<file path="src/rtl/systolic_conv_pkg.sv">
// systolic_conv_pkg
//   Shared types and helpers for the systolic convolution engine.
//   - state_t   : FSM encoding (IDLE, COMPUTE, STREAM, FIN)
//   - out_n_fn  : output side length of a valid-mode convolution
//   - idx_w_fn  : index width for a count, never below 1 bit
//   - sat_fn    : clamp a signed value into an out_w-bit signed range
//   - relu_fn   : clip negatives to zero
package systolic_conv_pkg;

    typedef enum logic [1:0] {
        IDLE    = 2'd0,
        COMPUTE = 2'd1,
        STREAM  = 2'd2,
        FIN     = 2'd3
    } state_t;

    function automatic int out_n_fn(input int img_n, input int ker_k);
        return img_n - ker_k + 1;
    endfunction

    function automatic int idx_w_fn(input int n);
        return (n <= 1) ? 1 : $clog2(n);
    endfunction

    function automatic logic signed [63:0] sat_fn(input logic signed [63:0] acc,
                                                  input int out_w);
        logic signed [63:0] hi;
        logic signed [63:0] lo;
        hi = (64'sd1 <<< (out_w - 1)) - 64'sd1;
        lo = -hi - 64'sd1;
        if (acc > hi) return hi;
        if (acc < lo) return lo;
        return acc;
    endfunction

    function automatic logic signed [63:0] relu_fn(input logic signed [63:0] v);
        return (v < 0) ? 64'sd0 : v;
    endfunction

endpackage

</file>
<file path="src/rtl/systolic_conv_pe.sv">
// systolic_conv_pe
//   Signed multiply-accumulate processing element.
//   Ports:
//     clk, rst   : clock, synchronous active-low reset
//     clear      : zero the accumulator (start of a new job)
//     en         : accumulate pix*coef this cycle
//     pix, coef  : signed DATA_W operands
//     acc        : signed ACC_W running sum
module systolic_conv_pe #(
    parameter int DATA_W = 8,
    parameter int ACC_W  = 20
) (
    input  logic                     clk,
    input  logic                     rst,
    input  logic                     clear,
    input  logic                     en,
    input  logic signed [DATA_W-1:0] pix,
    input  logic signed [DATA_W-1:0] coef,
    output logic signed [ACC_W-1:0]  acc
);

    logic signed [2*DATA_W-1:0] prod;

    assign prod = pix * coef;

    always_ff @(posedge clk) begin
        if (!rst) begin
            acc <= '0;
        end else if (clear) begin
            acc <= '0;
        end else if (en) begin
            // size cast of a signed product sign-extends into the accumulator
            acc <= acc + ACC_W'(prod);
        end
    end

endmodule

</file>
<file path="src/rtl/systolic_conv_engine.sv">
// systolic_conv_engine
//   Valid-mode 2-D convolution of an IMG_N x IMG_N image with a KER_K x KER_K
//   filter on an OUT_N x OUT_N grid of MAC PEs, streamed out row-major.
//   Optional build macro SYSTOLIC_CONV_RELU_EN: negative saturated results
//   are output as 0.
//   Ports:
//     clk, rst        : clock, synchronous active-low reset
//     start           : job request, only honoured in IDLE
//     img_flat        : image, row-major, element (0,0) in LSBs
//     fil_flat        : filter, row-major, element (0,0) in LSBs
//     busy            : not IDLE
//     out_valid/ready : result handshake; a result transfers on valid & ready.
//                       While valid is high and ready is low, data/row/col
//                       are held stable.
//     out_data        : saturated result
//     out_row/out_col : position of the presented result
//     done            : one-cycle pulse after the last result transfers
//     fsm_state       : current FSM state (debug)
module systolic_conv_engine
    import systolic_conv_pkg::*;
#(
    parameter int IMG_N  = 4,
    parameter int KER_K  = 3,
    parameter int DATA_W = 8,
    parameter int ACC_W  = 2*DATA_W + $clog2(KER_K*KER_K),
    parameter int OUT_W  = 8
) (
    input  logic                                           clk,
    input  logic                                           rst,
    input  logic                                           start,
    input  logic [IMG_N*IMG_N*DATA_W-1:0]                  img_flat,
    input  logic [KER_K*KER_K*DATA_W-1:0]                  fil_flat,
    output logic                                           busy,
    output logic                                           out_valid,
    input  logic                                           out_ready,
    output logic signed [OUT_W-1:0]                        out_data,
    output logic [idx_w_fn(out_n_fn(IMG_N, KER_K))-1:0]    out_row,
    output logic [idx_w_fn(out_n_fn(IMG_N, KER_K))-1:0]    out_col,
    output logic                                           done,
    output state_t                                         fsm_state
);

    localparam int OUT_N = out_n_fn(IMG_N, KER_K);
    localparam int IDX_W = idx_w_fn(OUT_N);
    localparam int TAPS  = KER_K * KER_K;
    localparam int TAP_W = idx_w_fn(TAPS);
    localparam int NPE   = OUT_N * OUT_N;
    localparam int SEL_W = idx_w_fn(NPE);

    state_t state, state_nxt;

    logic [IMG_N*IMG_N*DATA_W-1:0] img_q;
    logic [TAPS*DATA_W-1:0]        fil_q;
    logic [TAP_W-1:0]              tap;
    logic [IDX_W-1:0]              row_q, col_q;
    logic [SEL_W-1:0]              sel_q;
    logic                          accept, last_tap, last_out, pe_clear, pe_en;
    logic signed [DATA_W-1:0]      coef;
    logic signed [ACC_W-1:0]       acc_arr [NPE];
    logic signed [ACC_W-1:0]       acc_sel;

    assign accept    = (state == STREAM) && out_ready;
    assign last_tap  = (tap == TAP_W'(TAPS - 1));
    assign last_out  = (row_q == IDX_W'(OUT_N - 1)) && (col_q == IDX_W'(OUT_N - 1));
    assign pe_clear  = (state == IDLE) && start;
    assign pe_en     = (state == COMPUTE);
    assign out_row   = row_q;
    assign out_col   = col_q;
    assign fsm_state = state;

    always_ff @(posedge clk) begin
        if (!rst) state <= IDLE;
        else      state <= state_nxt;
    end

    always_comb begin
        state_nxt = state;
        busy      = 1'b1;
        out_valid = 1'b0;
        done      = 1'b0;
        case (state)
            IDLE: begin
                busy = 1'b0;
                if (start) state_nxt = COMPUTE;
            end
            COMPUTE: begin
                if (last_tap) state_nxt = STREAM;
            end
            STREAM: begin
                out_valid = 1'b1;
                if (accept && last_out) state_nxt = FIN;
            end
            FIN: begin
                done      = 1'b1;
                state_nxt = IDLE;
            end
            default: state_nxt = IDLE;
        endcase
    end

    // Operand latches, tap counter and output index. Row/col return to 0
    // after the last transfer so idle outputs read as zero.
    always_ff @(posedge clk) begin
        if (!rst) begin
            img_q <= '0;
            fil_q <= '0;
            tap   <= '0;
            row_q <= '0;
            col_q <= '0;
            sel_q <= '0;
        end else begin
            case (state)
                IDLE: begin
                    if (start) begin
                        img_q <= img_flat;
                        fil_q <= fil_flat;
                        tap   <= '0;
                    end
                end
                COMPUTE: begin
                    tap <= last_tap ? '0 : tap + 1'b1;
                end
                STREAM: begin
                    if (accept) begin
                        if (last_out) begin
                            row_q <= '0;
                            col_q <= '0;
                            sel_q <= '0;
                        end else begin
                            sel_q <= sel_q + 1'b1;
                            if (col_q == IDX_W'(OUT_N - 1)) begin
                                col_q <= '0;
                                row_q <= row_q + 1'b1;
                            end else begin
                                col_q <= col_q + 1'b1;
                            end
                        end
                    end
                end
                default: ;
            endcase
        end
    end

    // Filter tap broadcast to every PE: fil[r][c] with tap = r*KER_K + c.
    always_comb begin
        coef = '0;
        for (int t = 0; t < TAPS; t++) begin
            if (tap == TAP_W'(t)) coef = fil_q[t*DATA_W +: DATA_W];
        end
    end

    for (genvar i = 0; i < OUT_N; i++) begin : g_row
        for (genvar j = 0; j < OUT_N; j++) begin : g_col
            logic signed [DATA_W-1:0] pix;

            // PE(i,j) sees img[i+r][j+c] during tap (r,c).
            always_comb begin
                pix = '0;
                for (int r = 0; r < KER_K; r++) begin
                    for (int c = 0; c < KER_K; c++) begin
                        if (tap == TAP_W'(r*KER_K + c))
                            pix = img_q[((i+r)*IMG_N + j + c)*DATA_W +: DATA_W];
                    end
                end
            end

            systolic_conv_pe #(
                .DATA_W (DATA_W),
                .ACC_W  (ACC_W)
            ) u_pe (
                .clk   (clk),
                .rst   (rst),
                .clear (pe_clear),
                .en    (pe_en),
                .pix   (pix),
                .coef  (coef),
                .acc   (acc_arr[i*OUT_N + j])
            );
        end
    end

    always_comb begin
        acc_sel = '0;
        for (int k = 0; k < NPE; k++) begin
            if (sel_q == SEL_W'(k)) acc_sel = acc_arr[k];
        end
    end

    // Saturation first, then the optional ReLU; zero outside STREAM.
    always_comb begin
        out_data = '0;
        if (state == STREAM) begin
`ifdef SYSTOLIC_CONV_RELU_EN
            out_data = OUT_W'(relu_fn(sat_fn(64'(acc_sel), OUT_W)));
`else
            out_data = OUT_W'(sat_fn(64'(acc_sel), OUT_W));
`endif
        end
    end

endmodule

</file>
<file path="config.mk">
export PLATFORM = sky130hd
export DESIGN_NAME = systolic_conv_engine
export DESIGN_NICKNAME = d
export VERILOG_FILES = /design/src/rtl/systolic_conv_pkg.sv /design/src/rtl/systolic_conv_pe.sv /design/src/rtl/systolic_conv_engine.sv
export SDC_FILE = /design/constraint.sdc
export NUM_CORES = 2
export LEC_CHECK = 0
export ABC_CLOCK_PERIOD_IN_PS = 9550
export CAP_MARGIN = 20
export CORE_ASPECT_RATIO = 0.7
export CORE_MARGIN = 5
export CORE_UTILIZATION = 62
export CTS_BUF_LIST = sky130_fd_sc_hd__clkbuf_4 sky130_fd_sc_hd__clkbuf_8
export DETAILED_ROUTE_END_ITERATION = 8
export PLACE_DENSITY = 0.93
export SYNTH_ARGS = -nofsm -noshare
export SYNTH_HDL_FRONTEND = slang
export SYNTH_HIERARCHICAL = 1
export SYNTH_SLANG_ARGS = --single-unit
</file>
<file path="constraint.sdc">
create_clock -name clk -period 9.55 [get_ports clk]
set_input_delay 0.955 -clock clk [delete_from_list [all_inputs] [get_ports clk]]
set_output_delay 0.955 -clock clk [all_outputs]
set_load 0.01 [all_outputs]
</file>
# After elaboration in Yosys (flattened, before gate mapping)
# Cells that the tools add are included.
# op_classes
n_addsub	8
n_mul	4
magnitude_cmp	2
n_eq_ne	17
mux	74
n_bitwise	1
reduce_logical	15
# op_table
op	n
two-way mux 8 bit	50
adder 20 x 16 -> 20 bit	4
two-way mux 20 bit	4
multiplier 8 x 8 -> 16 bit	4
> comparator 20 x 8 -> 1 bit, second input constant	1
less-than comparator 20 x 8 -> 1 bit, second input constant	1
== test 4 x 3 -> 1 bit, second input constant	4
two-way mux 1 bit	12
== test 2 bit, second input constant	4
== test 4 x 2 -> 1 bit, second input constant	2
two-way mux 2 bit	4
two-way mux 4 bit	2
case mux 2 bit (4 select lines)	1
case mux 4 bit (2 select lines)	1
AND reduction 2 bit	3
AND reduction 3 bit	2
adder 4 x 1 -> 4 bit, second input constant	1
== test 2 x 1 -> 1 bit, second input constant	2
== test 4 x 1 -> 1 bit, second input constant	1
== test 4 bit, second input constant	1
logical AND 1 bit	4
logical NOT 2 bit	2
logical NOT 4 bit	1
inequality test 2 bit, second input constant	2
6 further kinds	8
# word_totals
regBits	290
in_bits	204
output_inout_bits	15
elab_cells	132

# Longest topological paths before layout
# depth
ltp_word	13
ltp_mapped	28

# Cells and area by module
# The synthesis kept the hierarchy.
# by_module_without_submodules
module	n_inst	cells_each	area_each_um2
systolic_conv_engine	1	1459	11270.8
systolic_conv_pe (g_row[0].g_col[0].u_pe)	1	449	4319.1
systolic_conv_pe (g_row[0].g_col[1].u_pe)	1	455	4300.4
systolic_conv_pe (g_row[1].g_col[0].u_pe)	1	451	4279.1
systolic_conv_pe (g_row[1].g_col[1].u_pe)	1	439	4257.8

# Worst setup path after synthesis
# OpenSTA, ideal clock, no wires.
# synth_path
path_kind	register to register
from	register tap[1]
to	register g_row[0].g_col[1].u_pe.acc[16]
setup_time_ps	127
t_arrival_ps	8207
setup_slack_ps	1216
stages_incl_launch_ff	25
cell_sequence	dfxtp_1 -> inv_1 -> ha_1 -> buf_2 -> buf_2 -> nand2_1 -> buf_2 -> clkbuf_1 -> o22ai_1 -> a221oi_1 -> and2_1 -> inv_1 -> fa_1 -> inv_1 -> fa_1 -> fa_1 -> fa_1 -> fa_1 -> ha_1 -> o21ai_0 -> o211ai_1 -> a31o_2 -> a31o_4 -> nor3b_1 -> or3_1
# synth_via
elab_chain_cells	12
word_cells_on_any_way	29
classes_between	1 x add/sub; 1 x mul; 8 x eq/ne; 18 x mux; 1 x reduce/logical
# synth_rtl
element	line_no	text
start, declared	systolic_conv_engine.sv:54	logic [TAP_W-1:0] tap;
start signal, assigned	systolic_conv_engine.sv:121	tap <= last_tap ? '0 : tap + 1'b1;
logical NOT 4 bit	systolic_conv_engine.sv:149	if (tap == TAP_W'(t)) coef = fil_q[t*DATA_W +: DATA_W];
two-way mux 8 bit (8 in series)	systolic_conv_engine.sv:149	
two-way mux 8 bit (*)	systolic_conv_engine.sv:149	
net coef[0]	systolic_conv_engine.sv:58	logic signed [DATA_W-1:0] coef;
multiplier 8 x 8 -> 16 bit (*)	systolic_conv_pe.sv:24	assign prod = pix * coef;
adder 20 x 16 -> 20 bit (*)	systolic_conv_pe.sv:33	acc <= acc + ACC_W'(prod);
end signal, assigned	systolic_conv_pe.sv:33	
end, declared	systolic_conv_pe.sv:19	output logic signed [ACC_W-1:0] acc
# Mark *: on every way through the listed nets, which the timed path passes. The rest lies on a longest branch.
# A chain may end at the register's enable or synchronous reset.

# Worst setup path in the final report
# layout_path
from	register tap[1]
to	register g_row[0].g_col[1].u_pe.acc[16]
# layout_via
elab_chain_cells	12
word_cells_on_any_way	29
classes_between	1 x add/sub; 1 x mul; 8 x eq/ne; 18 x mux; 1 x reduce/logical
# layout_rtl
element	line_no	text
logical NOT 4 bit	systolic_conv_engine.sv:162	if (tap == TAP_W'(r*KER_K + c))
two-way mux 8 bit (8 in series)	systolic_conv_engine.sv:162	
two-way mux 8 bit (*)	systolic_conv_engine.sv:162	
net g_row[0].g_col[1].pix[7]	systolic_conv_engine.sv:155	logic signed [DATA_W-1:0] pix;
multiplier 8 x 8 -> 16 bit (*)	systolic_conv_pe.sv:24	
adder 20 x 16 -> 20 bit (*)	systolic_conv_pe.sv:33	
# Marked as above.

==> out/results.ini <==
[run_status]
status = completed

[run]
drv_cap = 0

[cts]
clk_path_buf_depth = 3
cts_buffers = 47
cts_resized = 0
post-cts-setup-buffer-count = 0
clock-sinks = 290
cts_root_buffer = clkbuf_8
cts_tree = done
hold_buffers = 0
clk_latency_ns = 0.64
clkTransAtPathRegs_ns = 0.07
htree_num_levels = 2

[synth]
async_flop_share_pct = 0
synthCells = 3253
synth_area_um2 = 28400
synth_flop_cell = dfxtp_1
synth_seq_cells = 290
yosysWarnings = 6
syn_nets = 4005
syn_avg_cell_area_um2 = 8.74
synth_cell_types = 87
synth_edf_count = 0
yosysSeqAreaShare_pct = 20.4

[routing]
drc = 0
dr_total_vias = 25000
antenna_left = 0
wl_per_cell_um = 21.5
dr_wl_met2_mm = 37.0
dr.pass1.iters = 6
dr_wl_met3_mm = 11.9
postRouteWirelength_mm = 87.2
highest_layer = met5
viasPerCell = 6.17
drt-initial-drc-count = 3571
wl_met1_mm = 35.8

[finish]
layout.cells.non_filler = 4057
fin_nets = 4169
drive_gt1_share_pct = 5.94
fin_area_um2 = 32300
fillers = 3234
areaGrowthSynthToFinish_pct = 13.6

[min_path]
hp-start = fil_q[70]$_SDFFE_PN0P_
min_delay_path_depth = 2
hold_end = fil_q[70]$_SDFFE_PN0P_
hold_path_class = reg -> reg

[power_and_ir_drop]
power_density_nw_per_um2 = 205
ir_drop_v = 0.000170
p_leak_nw = 14.9
power.total_mw = 6.62

[worst_setup_path]
worstSetupStartpointType = flop
slowest_stage = nor3b_2
critPathCaptureType = flop
arrival_ns = 9.18
reg2reg_to = g_row[0].g_col[1].u_pe/acc[16]$_SDFFE_PP0P_
cp_data_required_time_ns = 10.04
crit_top_cell = fa_1
path_buf_inv = 4
path_cells = inv_1 > ha_1 > nor3b_2 > a221oi_1 > nor3_1 > a211oi_1 > a2111oi_1 > buf_4 > and2_1 > inv_1 > fa_1 > inv_1 > fa_1 > fa_1 > fa_1 > fa_1 > ha_1 > o21ai_0 > o211ai_1 > a31o_2 > a31o_4 > nor3b_1 > or3_1
path_delay_family = adder cells
cpPeakStageDelay_ns = 0.97
r2r_cells = 23
rr_startpoint = tap[1]$_SDFFE_PN0P_
crit_type = reg -> reg
cp.depth = 23
path_max_fanout = 22
r2r_slack_ns = 0.85

[place]
io_buffers = 218
gp_congestion = 1.05
dp_hpwl_mm = 67.0
place_area_um2 = 31300
post-place-cells = 3969

[timing]
finalSetupViolCount = 0
slew_violations = 0
hold_viol = 0
fin_skew_ns = 0.0467
post-route-period-util_pct = 91.1
fmax_mhz = 115
setup_tns_ns = 0
worst_pin_slew_ns = 1.40
relSlewSlack_pct = 5.63
period_needed_ns = 8.70
grt_setup_unrepaired = no

[grt]
overflow = 0
grt_use_total_pct = 34.3
grt_pass1_wl_mm = 139
grt_max_degree = 129
antenna_found_initial = 1
grt_pass1_vias = 25200

[die]
die_h_um = 189
rows = 65
top_level_ports = 219
initial_core_util_pct = 62.9
dieArea_um2 = 50300
coreArea_um2 = 45200
die_x_um = 266

==> final cells by class <==
class	instances	area, um^2	share of cell area (%)
Clock buffer	72	891	2.76
Timing Repair Buffer	278	2660	8.22
Inverter	402	1510	4.69
Antenna cell	1	2.50	0.00775
Multi-Input combinational cell	2398	20600	63.7
Clock inverter	13	114	0.353
Tap cell	603	754	2.34
Sequential cell	290	5810	18.0
==> layout by cell type (no fill, tap or decap), drive strengths merged, types with 120 or more instances in the layout <==
cell type      count
clkdlybuf4s50    217
nor2             134
fa               352
ha               196
a21boi           203
inv              398
and2             136
o21ai            120
nand2            595
dfxtp            290
==> cell usage after synthesis (15+ instances only) <==
cell        n  area share [%]
o22a_1     23            0.71
dfxtp_1   290              20
nand2b_1   17            0.37
nor2b_1    15            0.33
a211oi_1   37            0.98
mux2i_1    47             1.7
nand3_1    27            0.48
buf_2      20            0.35
nand2_1   595             7.9
a21oi_1    57             1.0
xor2_1     15            0.46
o21ai_0   109             1.9
o22ai_1    75             1.7
inv_1     397             5.2
nor3_1     30            0.53
a221o_1    30             1.1
ha_1      196             8.6
a221oi_1   46             1.4
a21boi_0  203             5.4
clkbuf_1  120             1.6
a21o_1     23            0.61
and2_1    136             3.0
fa_1      352              25
nor2_1    134             1.8
xnor2_1    47             1.4
==> stage by stage <==
step | setup WS (ns) | hold slack (ns) | util [%]
finish | 0.852 | 0.467 | 71.4
global placement | 1.36 | 0.452 | 69.2
floorplan | 1.22 | 0.440 | -
CTS | 1.06 | 0.467 | 71.4
detailed placement | 1.11 | 0.458 | 69.2
global route | 0.469 | 0.487 | 71.4
==> state kept, by name, indices dropped and copies added, names as in the netlist <==
name / count
out_row: 1
sel_q: 2
img_q: 128
out_col: 1
fil_q: 72
g_row.g_col.u_pe/acc: 80
tap: 4
fsm_state: 2
==> where the power goes <==
group / total, mW / switching (mW) / internal [mW]
logic: 3.75 / 2.30 / 1.45
registers: 1.69 / 0.272 / 1.42
clock network: 1.18 / 0.553 / 0.627
total: 6.62 / 3.12 / 3.50
==> worst max path at each step <==
stage / to / from
after floorplan: g_row[0].g_col[1].u_pe/acc[16]$_SDFFE_PP0P_ / tap[1]$_SDFFE_PN0P_
after detailed placement: g_row[0].g_col[1].u_pe/acc[16]$_SDFFE_PP0P_ / tap[0]$_SDFFE_PN0P_
after CTS: g_row[0].g_col[1].u_pe/acc[16]$_SDFFE_PP0P_ / tap[1]$_SDFFE_PN0P_
after global routing: g_row[0].g_col[1].u_pe/acc[16]$_SDFFE_PP0P_ / tap[0]$_SDFFE_PN0P_
after global placement: g_row[0].g_col[1].u_pe/acc[16]$_SDFFE_PP0P_ / tap[0]$_SDFFE_PN0P_
final: g_row[0].g_col[1].u_pe/acc[16]$_SDFFE_PP0P_ / tap[1]$_SDFFE_PN0P_
==> worst min-delay path, stage by stage (launching register included) <==
cell and delay [ns]:
dfxtp_1 0.31, nand2_1 0.05, a21boi_0 0.06
==> cells by family after synthesis <==
| group | after synthesis | synth area share (%) |
|---|---|---|
| simple gates | 1013 | 16.0 |
| buf+inv | 565 | 7.72 |
| mux | 47 | 1.65 |
| xor+xnor | 63 | 1.99 |
| fa+ha+maj | 548 | 33.4 |
| flops | 290 | 20.4 |
| compound gates | 727 | 18.8 |
==> per-layer routing <==
metal | up-vias | global-route usage (%)
met5 | - | 0
met4 | 2 | 7.72
met3 | 256 | 12.6
met2 | 1491 | 50.8
met1 | 12100 | 48.6
li1 | 11200 | -
Power figures use the tool's default switching activity.
